===== src/rtl/gpio_status_pkg.sv =====
// Shared constants and FSM type for the GPIO status collector.
// Holds the channel count and the status_word field positions.
package gpio_status_pkg;

  localparam int NUM_CH = 4;

  typedef enum logic [1:0] {
    IDLE    = 2'd0,
    CAPTURE = 2'd1,
    VALID   = 2'd2
  } state_e;

  // status_word field layout: address | done | overrun | busy
  localparam int SW_ADDR_LSB = 0;
  localparam int SW_ADDR_W   = 20;
  localparam int SW_DONE_LSB = 20;
  localparam int SW_OVR_LSB  = 24;
  localparam int SW_BUSY_LSB = 28;

endpackage


===== src/rtl/gpio_edge_sync.sv =====
// Level tap and rising-edge detect for one PS control bit.
// GPIO_STATUS_SYNC_EN inserts a 2-flop synchronizer ahead of the detector.
module gpio_edge_sync (
  input  logic clk_i,
  input  logic rst_i,
  input  logic d_i,
  output logic level_o,
  output logic rise_o
);

  logic prev_q;

`ifdef GPIO_STATUS_SYNC_EN
  logic sync1_q;
  logic sync2_q;

  always_ff @(posedge clk_i) begin
    if (rst_i) begin
      sync1_q <= 1'b0;
      sync2_q <= 1'b0;
    end else begin
      sync1_q <= d_i;
      sync2_q <= sync1_q;
    end
  end

  assign level_o = sync2_q;
`else
  assign level_o = d_i;
`endif

  always_ff @(posedge clk_i) begin
    if (rst_i) begin
      prev_q <= 1'b0;
    end else begin
      prev_q <= level_o;
    end
  end

  assign rise_o = level_o & ~prev_q;

endmodule


===== src/rtl/gpio_status_collector.sv =====
// Coherent address snapshot plus sticky done/overrun flags, packed into a GPIO read word.
// Define GPIO_STATUS_SYNC_EN to synchronize snap_req and ack_done into clk.
module gpio_status_collector
  import gpio_status_pkg::*;
#(
  parameter int ADDR_W = 20
) (
  input  logic              clk,
  input  logic              rst,
  input  logic [ADDR_W-1:0] ch_0_read_addr_in,
  input  logic [ADDR_W-1:0] ch_1_read_addr_in,
  input  logic [ADDR_W-1:0] ch_2_read_addr_in,
  input  logic [ADDR_W-1:0] ch_3_read_addr_in,
  input  logic [NUM_CH-1:0] busy_in,
  input  logic [NUM_CH-1:0] done_in,
  input  logic              snap_req,
  input  logic [1:0]        sel,
  input  logic [NUM_CH-1:0] ack_done,
  output logic              snap_valid,
  output logic [31:0]       status_word,
  output logic [NUM_CH-1:0] done_flags,
  output logic [NUM_CH-1:0] overrun_flags
);

  state_e state_q, state_d;
  logic armed_q, armed_d;
  logic [ADDR_W-1:0] snap_q [NUM_CH];
  logic [ADDR_W-1:0] addrIn [NUM_CH];
  logic [NUM_CH-1:0] done_q, done_d;
  logic [NUM_CH-1:0] ovr_q, ovr_d;
  logic [31:0] status_q, status_d;
  logic [SW_ADDR_W-1:0] selAddr;
  logic snapLevel, snapTrusted, unusedSnapRise;
  logic [NUM_CH-1:0] ackRise, unusedAckLevel;

  assign addrIn[0] = ch_0_read_addr_in;
  assign addrIn[1] = ch_1_read_addr_in;
  assign addrIn[2] = ch_2_read_addr_in;
  assign addrIn[3] = ch_3_read_addr_in;

  gpio_edge_sync uSnapSync (
    .clk_i   (clk),
    .rst_i   (rst),
    .d_i     (snap_req),
    .level_o (snapLevel),
    .rise_o  (unusedSnapRise)
  );

  for (genvar g = 0; g < NUM_CH; g++) begin : gAck
    gpio_edge_sync uAckSync (
      .clk_i   (clk),
      .rst_i   (rst),
      .d_i     (ack_done[g]),
      .level_o (unusedAckLevel[g]),
      .rise_o  (ackRise[g])
    );
  end

  // Zeros flushed into the synchronizer by reset are not a real drop of snap_req.
`ifdef GPIO_STATUS_SYNC_EN
  logic [1:0] warm_q;
  always_ff @(posedge clk) begin
    if (rst) begin
      warm_q <= '0;
    end else begin
      warm_q <= {warm_q[0], 1'b1};
    end
  end
  assign snapTrusted = warm_q[1];
`else
  assign snapTrusted = 1'b1;
`endif

  // armed_q remembers a genuine low on snap_req, so each capture needs a fresh rise.
  always_comb begin
    state_d = state_q;
    armed_d = armed_q;
    if (!snapLevel && snapTrusted) begin
      armed_d = 1'b1;
    end
    case (state_q)
      IDLE: begin
        if (snapLevel && armed_q) begin
          state_d = CAPTURE;
          armed_d = 1'b0;
        end
      end
      CAPTURE: state_d = VALID;
      VALID: begin
        if (!snapLevel) begin
          state_d = IDLE;
        end
      end
      default: state_d = IDLE;
    endcase
  end

  // Set wins over clear; overrun needs a done pulse while the flag is already up.
  always_comb begin
    done_d = (done_q & ~ackRise) | done_in;
    ovr_d  = (ovr_q & ~ackRise) | (done_in & done_q);
  end

  if (ADDR_W >= SW_ADDR_W) begin : gFit
    assign selAddr = snap_q[sel][SW_ADDR_W-1:0];
  end else begin : gExt
    assign selAddr = {{(SW_ADDR_W - ADDR_W){1'b0}}, snap_q[sel]};
  end

  always_comb begin
    status_d = '0;
    status_d[SW_ADDR_LSB +: SW_ADDR_W] = selAddr;
    status_d[SW_DONE_LSB +: NUM_CH]    = done_q;
    status_d[SW_OVR_LSB +: NUM_CH]     = ovr_q;
    status_d[SW_BUSY_LSB +: NUM_CH]    = busy_in;
  end

  always_ff @(posedge clk) begin
    if (rst) begin
      state_q  <= IDLE;
      armed_q  <= 1'b0;
      done_q   <= '0;
      ovr_q    <= '0;
      status_q <= '0;
    end else begin
      state_q  <= state_d;
      armed_q  <= armed_d;
      done_q   <= done_d;
      ovr_q    <= ovr_d;
      status_q <= status_d;
    end
  end

  always_ff @(posedge clk) begin
    if (rst) begin
      for (int n = 0; n < NUM_CH; n++) begin
        snap_q[n] <= '0;
      end
    end else if (state_q == CAPTURE) begin
      for (int n = 0; n < NUM_CH; n++) begin
        snap_q[n] <= addrIn[n];
      end
    end
  end

  assign snap_valid    = (state_q == VALID);
  assign status_word   = status_q;
  assign done_flags    = done_q;
  assign overrun_flags = ovr_q;

endmodule


===== config.mk =====
export PLATFORM = sky130hd
export DESIGN_NAME = gpio_status_collector
export DESIGN_NICKNAME = d
export VERILOG_FILES = /design/src/rtl/gpio_status_pkg.sv /design/src/rtl/gpio_edge_sync.sv /design/src/rtl/gpio_status_collector.sv
export SDC_FILE = /design/constraint.sdc
export NUM_CORES = 1
export LEC_CHECK = 0
export CAP_MARGIN = 20
export CORE_MARGIN = 1.5
export CORE_UTILIZATION = 48
export DETAILED_ROUTE_END_ITERATION = 10
export DONT_BUFFER_PORTS = 1
export GPL_ROUTABILITY_DRIVEN = 0
export HOLD_SLACK_MARGIN = 0.05
export PLACE_DENSITY = 0.6
export SYNTH_ARGS = -nofsm -noshare
export SYNTH_HDL_FRONTEND = slang
export SYNTH_SLANG_ARGS = --single-unit
export TNS_END_PERCENT = 5

===== constraint.sdc =====
create_clock -name clk -period 8.95 [get_ports clk]
set_clock_uncertainty 0.15 [all_clocks]
set_input_delay 1.3425 -clock clk [delete_from_list [all_inputs] [get_ports clk]]
set_output_delay 1.3425 -clock clk [all_outputs]
set_load 0.01 [all_outputs]

* Word level (Yosys, flattened, before mapping)
Memory sizes are Yosys's and may differ from the RTL's. A register that Yosys moved wholly into a read port is not among the register bits.
Cells that the tools add are included.
** Word-level totals
- Register bits :: 47
- Bits in writable memories :: 80
- Input port bits :: 97
- Output and inout port bits :: 41
- Logic and storage cells :: 50
- Memories :: 1
** Memory list
- snap_q :: words 4, bits a word 20, rd ports 1, clocked after Yosys merged registers in 1, write ports 4, line gpio_status_collector.sv:27 : logic [ADDR_W-1:0] snap_q [NUM_CH];
** Cells by class
- Equal/unequal tests :: 4
- Muxes and demuxes :: 15
- Bitwise operators :: 18
- Reductions and logical operators :: 3
** Operators by type and width (number)
- $mux 20 :: 4
- $and 4x4->4 :: 3
- $mux 1 :: 8
- $or 4x4->4 :: 2
- $pmux 2 s3 :: 1
- $and 1x1->1 :: 4
- $mux 2 :: 2
- $ne 2x2->1 const B :: 2
- $not 1->1 :: 4
- $not 4->4 :: 1
- $or 1x1->1 :: 4
- $eq 2x1->1 const B :: 1
- $eq 2x2->1 const B :: 1
- $logic_not 2->1 :: 1
- $reduce_and 2->1 :: 1
- $logic_and 1x1->1 :: 1

* Logic depth before layout (Yosys ltp)
Gate-level depths: netlist of run 1.
- Depth in word-level cells :: 5
- Gate-level depth with buffers :: 4
- Mapped depth without buffers :: 3

* Modules after synthesis
Synthesis of run 1 repeated with hierarchy kept, for this count alone.
** Second synthesis, totals
- Cells, all modules :: 346
- Area, all modules :: 5001.0 um2
** By module, submodules not included
- gpio_status_collector :: times used 1, cells each 326, area an instance 4725.8 um2, sequential area each 3263.1 um2
- gpio_edge_sync :: times used 5, cells each 4, area an instance 55.1 um2, sequential area each 20.0 um2

* Worst setup path after synthesis of run 1
OpenSTA, ideal clock, no wires.
- Path kind :: in2reg
- Start point :: in rst
- End point :: mem snap_q[0][0], enable pin
- Setup time :: 0.452 ns
- Arrival :: 3.561 ns
- Required time :: 8.348 ns
- Path slack :: 4.787 ns
- Stages on the path :: 3
- Buffers on the path :: 2
- Cells stage by stage :: buf_4 buf_6 nand2b_1
** RTL lines
- start, declared :: line gpio_status_collector.sv:9 : input logic rst,
- end, declared :: line gpio_status_collector.sv:27

* Final worst setup path of run 1
- Start point :: reg state_q[1]
- End point :: out snap_valid
** Between the ends
- Longest elaborated chain between the ends :: 1
** Ends and longest elaborated chain
- start, declared :: line gpio_status_collector.sv:25 : state_e state_q, state_d;
- start signal, assigned :: line gpio_status_collector.sv:126 : state_q <= state_d;
- $eq 2x2->1 :: line gpio_status_collector.sv:146 : assign snap_valid = (state_q == VALID);
- end, declared :: line gpio_status_collector.sv:19 : output logic snap_valid,
Every way passes these cells.

==> impl_metrics.json, run 1 <==
{
  "syn_to_final_growth_pct": 14.2,
  "cp_slowest_cell": "dfxtp_1",
  "fp.dieH_um": 102,
  "critical_path_class": "reg -> out",
  "leakage_nw": 2.10,
  "grt_pass1_vias": 2362,
  "root_buffer": "clkbuf_8",
  "p_per_area_mw_per_mm2": 254,
  "n_fill_cell": 798,
  "crit_family": "flip-flops",
  "seq_area_frac_synth_pct": 70.5,
  "post-route-min-period_ns": 2.67,
  "synth.distinct_cells": 19,
  "die_w_um": 102,
  "fin_crit_sh_pct": 29.8,
  "firstDrtPassIters": 4,
  "cp.buffers_inverters": 0,
  "cts.path.max_buffers": 2,
  "core_mm2": 0.00968,
  "overflow": 0,
  "crit_path_start_kind": "register",
  "cpPeakStageDelay_ns": 0.35,
  "syn_nets": 427,
  "final_cell_mix": "80 x and2_1, 80 x edfxtp_1, 47 x dfxtp_1",
  "num_vias": 2393,
  "ir_drop_uv": 133,
  "status": "completed",
  "fmax_ghz": 0.375,
  "syn_area_per_cell_um2": 14.4,
  "synth-seq-cells": 127,
  "arrival_ns": 1.17,
  "antenna_found_initial": 6,
  "holdBufCountCts": 0,
  "syn_area_mm2": 0.00474,
  "cts_tree": "yes",
  "drt-initial-drc-count": 74,
  "min_path_type": "reg -> reg",
  "crit_chain": "nor2b_1",
  "drive_gt1_share_pct": 8.43,
  "yosys_warnings": 0,
  "fin_setup_tns_ns": 0,
  "cts.sinks": 127,
  "setup_viol": 0,
  "worst_pin_slew_ns": 1.06,
  "cp-end-kind": "output pin",
  "grt_pass1_wl_mm": 12.2,
  "p_total_mw": 1.37,
  "cp.required_ns": 7.46,
  "num_io_pins": 138,
  "htree_levels": 4,
  "fin_area_mm2": 0.00542,
  "worstSkewPairLatency_ns": 0.50,
  "post_cts_buffers": 0,
  "numCtsBuffers": 17,
  "slew_violations": 0,
  "final_antenna_net_count": 0,
  "clk_pin_slew_ns": 0.05,
  "hold_viol_final": 0,
  "post_drt_wl_per_cell_um": 17.0,
  "grt_max_degree": 81,
  "final_nets": 428,
  "drt-vias-per-instance": 4.95,
  "slew_headroom_pct": 29.3,
  "syn_inst": 330,
  "rsz0062_at_grt": "false",
  "rows": 36,
  "wl_mm": 8.19,
  "dpl.hpwl_mm": 5.10,
  "crit_fanout": 4,
  "initial_core_util_pct": 49.0,
  "post_dp_cell_area_mm2": 0.00482,
  "port_buffers": 0,
  "drc": 0,
  "die-area_mm2": 0.0105,
  "gr-usage-all-layers_pct": 16.2,
  "cts-resized-gates": 0,
  "drv_cap": 0
}
sequential cells by signal, indices dropped and copies added, names as in the netlist:
register / flops
armed_q: 1
done_flags: 4
gAck.uAckSync.prev_q: 4
state_q: 2
overrun_flags: 4
status_word: 32
snap_q: 80
path summary, 6_finish.rpt:
check / depth (start not counted) / slack [ns] / from / endpoint
setup / recovery: 1 / 6.28 / state_q[1]$_SDFFE_PP0P_ / snap_valid
hold / removal: 2 / 0.29 / armed_q$_SDFF_PP0_ / state_q[0]$_SDFFE_PP0P_
setup reg to reg: 4 / 6.89 / state_q[1]$_SDFFE_PP0P_ / snap_q[2][8]$_SDFFCE_PN0P_
hold reg to reg: 2 / 0.29 / armed_q$_SDFF_PP0_ / state_q[0]$_SDFFE_PP0P_
per-layer routing:
| metal | part of all wire (%) | vias to the layer above | GRT usage (%) |
|---|---|---|---|
| met5 | 0.16 | - | 0 |
| met4 | 0.79 | 2 | 6.95 |
| met3 | 9.2 | 6 | 8.82 |
| met2 | 50 | 91 | 25.6 |
| met1 | 40 | 1109 | 18.3 |
| li1 | - | 1185 | - |
cell usage after synthesis:
cell / count / share of area [%]
a21oi_1: 6 / 0.63
a22o_1: 4 / 0.74
and2_1: 80 / 11
buf_2: 8 / 0.84
buf_4: 2 / 0.32
buf_6: 1 / 0.24
clkbuf_2: 8 / 0.84
dfxtp_1: 47 / 20
edfxtp_1: 80 / 51
mux2i_1: 40 / 8.4
nand2_1: 2 / 0.16
nand2b_1: 7 / 0.92
nor2_1: 4 / 0.32
nor2_4: 1 / 0.24
nor2b_1: 17 / 2.2
nor4_1: 1 / 0.13
o21ai_0: 1 / 0.11
o22ai_1: 20 / 2.6
or2_1: 1 / 0.13
cell type report:
class,count,area (um2),share of cell area (%)
antenna,6,15.0,0.277
timing repair buffer,1,7.51,0.139
multi-input combinational,184,1300,24.0
clock buffer,26,478,8.83
sequential,127,3340,61.7
tap,133,166,3.07
clock inverter,6,105,1.94
metrics by stage:
stage               std cells  setup WS, ns  hold WS [ns]  utilization (%)
global route              481          6.20         0.298             55.9
finish                    483          6.28         0.288             55.9
CTS                       477          6.26         0.290             55.8
detailed placement        445          6.10         0.278             49.7
floorplan                 330          4.79         0.262                -
global placement          445          6.18         0.265             49.7
report_power, final:
part | internal [mW] | switching (mW) | total (mW)
clock network | 0.445 | 0.222 | 0.667
logic | 0.0176 | 0.0217 | 0.0393
registers | 0.654 | 0.0149 | 0.668
tightest hold or removal path: cells and delay by family (launching register included):
kind	cells	cell delay [ns]
flops	1	0.30
simple gates	2	0.09
kinds of logic (layout without fill, tap and decap cells):
| kind of cell | count (synthesis) | count (layout) | share of synthesized area, % |
|---|---|---|---|
| multiplexers | 40 | 40 | 8.44 |
| flip-flops | 127 | 127 | 70.5 |
| buffers and inverters | 19 | 33 | 2.24 |
| AO/OA/AOI/OAI | 31 | 31 | 4.12 |
| AND/OR/NAND/NOR | 113 | 113 | 14.7 |
| other | 0 | 6 | 0 |
(Power assumes the default switching activity.)
==> run 2: changes to the inputs <==
--- a/config.mk
+++ b/config.mk
@@ -12,7 +12,7 @@
 export DONT_BUFFER_PORTS = 1
 export GPL_ROUTABILITY_DRIVEN = 0
 export HOLD_SLACK_MARGIN = 0.05
-export PLACE_DENSITY = 0.6
+export PLACE_DENSITY = 0.62
 export SYNTH_ARGS = -nofsm -noshare
 export SYNTH_HDL_FRONTEND = slang
 export SYNTH_SLANG_ARGS = --single-unit
==> constraint.sdc (replaced) <==
create_clock -name clk -period 2.2 [get_ports clk]
set_clock_uncertainty 0.15 [all_clocks]
set_input_delay 0.33 -clock clk [delete_from_list [all_inputs] [get_ports clk]]
set_output_delay 0.33 -clock clk [all_outputs]
set_load 0.01 [all_outputs]
==> impl_metrics.json, run 2 (synthesized netlist as in run 1, its figures left out) <==
{
  "wl_mm": 9.84,
  "fp.dieH_um": 102,
  "setup_ws_ns": 0.263,
  "whs_path_depth": 2,
  "fin_setup_tns_ns": 0,
  "slew_violations": 0,
  "worstSkewPairLatency_ns": 0.50,
  "n_fill_cell": 693,
  "num_vias": 2853,
  "reg2reg_depth": 3,
  "numCtsBuffers": 17,
  "drt-vias-per-instance": 4.93,
  "cp-end-kind": "register",
  "post_drt_wl_per_cell_um": 17.0,
  "reg2reg_to": "snap_q[0][15]$_SDFFCE_PN0P_",
  "clk_pin_slew_ns": 0.06,
  "slew_headroom_pct": 32.7,
  "htree_levels": 4,
  "rsz0062_at_grt": "false",
  "core_mm2": 0.00968,
  "fmax_ghz": 0.516,
  "initial_core_util_pct": 49.0,
  "root_buffer": "clkbuf_8",
  "gr-usage-all-layers_pct": 18.5,
  "ff2ff_setup_slack_ns": 0.26,
  "antenna_cells": 0,
  "cts_tree": "yes",
  "overflow": 0,
  "leakage_nw": 2.57,
  "drt-initial-drc-count": 84,
  "setup_viol": 0,
  "ir_drop_uv": 588,
  "largest_register_ffs": 80,
  "drive_gt1_share_pct": 8.97,
  "die-area_mm2": 0.0105,
  "grt_pass1_wl_mm": 14.2,
  "post_cts_buffers": 0,
  "drv_cap": 0,
  "largest-register": "snap_q",
  "hold_start": "rst",
  "firstDrtPassIters": 4,
  "cts.sinks": 127,
  "syn_to_final_growth_pct": 36.5,
  "final_antenna_net_count": 0,
  "hold_viol_final": 0,
  "status": "completed",
  "final_cell_mix": "97 x dlygate4sd3_1, 80 x and2_1, 80 x edfxtp_1",
  "critical_path_class": "reg -> reg",
  "p_per_area_mw_per_mm2": 899,
  "crit_path_start_kind": "register",
  "cts-resized-gates": 0,
  "post-route-min-period_ns": 1.94,
  "cts.path.max_buffers": 2,
  "worst_pin_slew_ns": 1.01,
  "crit_fanout": 26,
  "drc": 0,
  "pre_cts_slack_ns": 0.0661,
  "rows": 36,
  "dpl.hpwl_mm": 5.21,
  "grt_pass1_vias": 2932,
  "die_w_um": 102,
  "num_io_pins": 138,
  "holdPathEnd": "snap_q[3][9]$_SDFFCE_PN0P_",
  "cp.required_ns": 2.41,
  "fin_crit_sh_pct": 88.1,
  "final_nets": 530,
  "r2r_start": "state_q[1]$_SDFFE_PP0P_",
  "grt_max_degree": 54,
  "port_buffers": 0,
  "arrival_ns": 2.14,
  "antenna_found_initial": 0,
  "min_path_type": "in -> reg",
  "layout_commonest_cell": "dlygate4sd3_1"
}
## run 2: changes by cell type in the layout (fill, tap and decap cells not counted), sizes merged
cell	delta
dlygate4sd3	+97
nor2	+1
inv	+5
diode	-6
clkinv	+1
bufinv	-3
buf	+4
clkbuf	-3
## run 2: area by class of cell
class | count | area, um2 | area share, %
clock inverter | 9 | 61.3 | 0.947
tap | 133 | 166 | 2.57
sequential | 127 | 3340 | 51.7
timing repair buffer | 102 | 1050 | 16.3
multi-input combinational | 185 | 1310 | 20.2
clock buffer | 23 | 542 | 8.37
## run 2: power by group
part / switching (mW) / total (mW) / internal [mW]
Sequential: 0.0645 / 2.72 / 2.65
Combinational: 0.151 / 0.352 / 0.201
Clock: 1.02 / 2.74 / 1.72
## run 2: worst max-delay path: stages (launching register included)
cell and delay, ns:
dfxtp_1 0.33, nand2b_1 0.29, nor2_2 0.78, and2_1 0.24
## run 2: how the worst max path moves through the flow
stage                                 start                     endpoint  slack, ns  cells after the start
floorplan                               rst   snap_q[0][0]$_SDFFCE_PN0P_       0.44                      3
global placement    state_q[1]$_SDFFE_PP0P_  snap_q[3][15]$_SDFFCE_PN0P_       0.14                      4
detailed placement  state_q[1]$_SDFFE_PP0P_  snap_q[3][15]$_SDFFCE_PN0P_       0.07                      4
CTS                 state_q[1]$_SDFFE_PP0P_  snap_q[3][17]$_SDFFCE_PN0P_       0.05                      4
global route        state_q[1]$_SDFFE_PP0P_  snap_q[2][17]$_SDFFCE_PN0P_        0.1                      4
finish              state_q[1]$_SDFFE_PP0P_  snap_q[0][15]$_SDFFCE_PN0P_       0.26                      3
## run 2: repair_timing
action,CTS,global route
hold endpoints to repair,127,0
hold buffers,98,0
endpoints found under the setup margin,0,28
## run 2: routing by layer
metal / up-vias / share of wire [%] / global-route usage [%]
met5: - / 0 / 0
met3: 13 / 6.3 / 7.05
li1: 1377 / - / -
met2: 104 / 49 / 30.6
met1: 1359 / 43 / 22.4
met4: 0 / 1.5 / 6.32
## run 2: stage by stage
step	hold slack (ns)	instances	power (mW)	cell area, um2	utilization, %
after floorplan	0.262	330	2.91	4750	-
after global placement	0.253	448	2.94	4860	50.2
after detailed placement	0.255	448	2.95	4860	50.2
after CTS	0.168	578	5.84	6470	66.8
after global routing	0.111	579	6.00	6470	66.8
final	0.104	579	5.82	6470	66.8
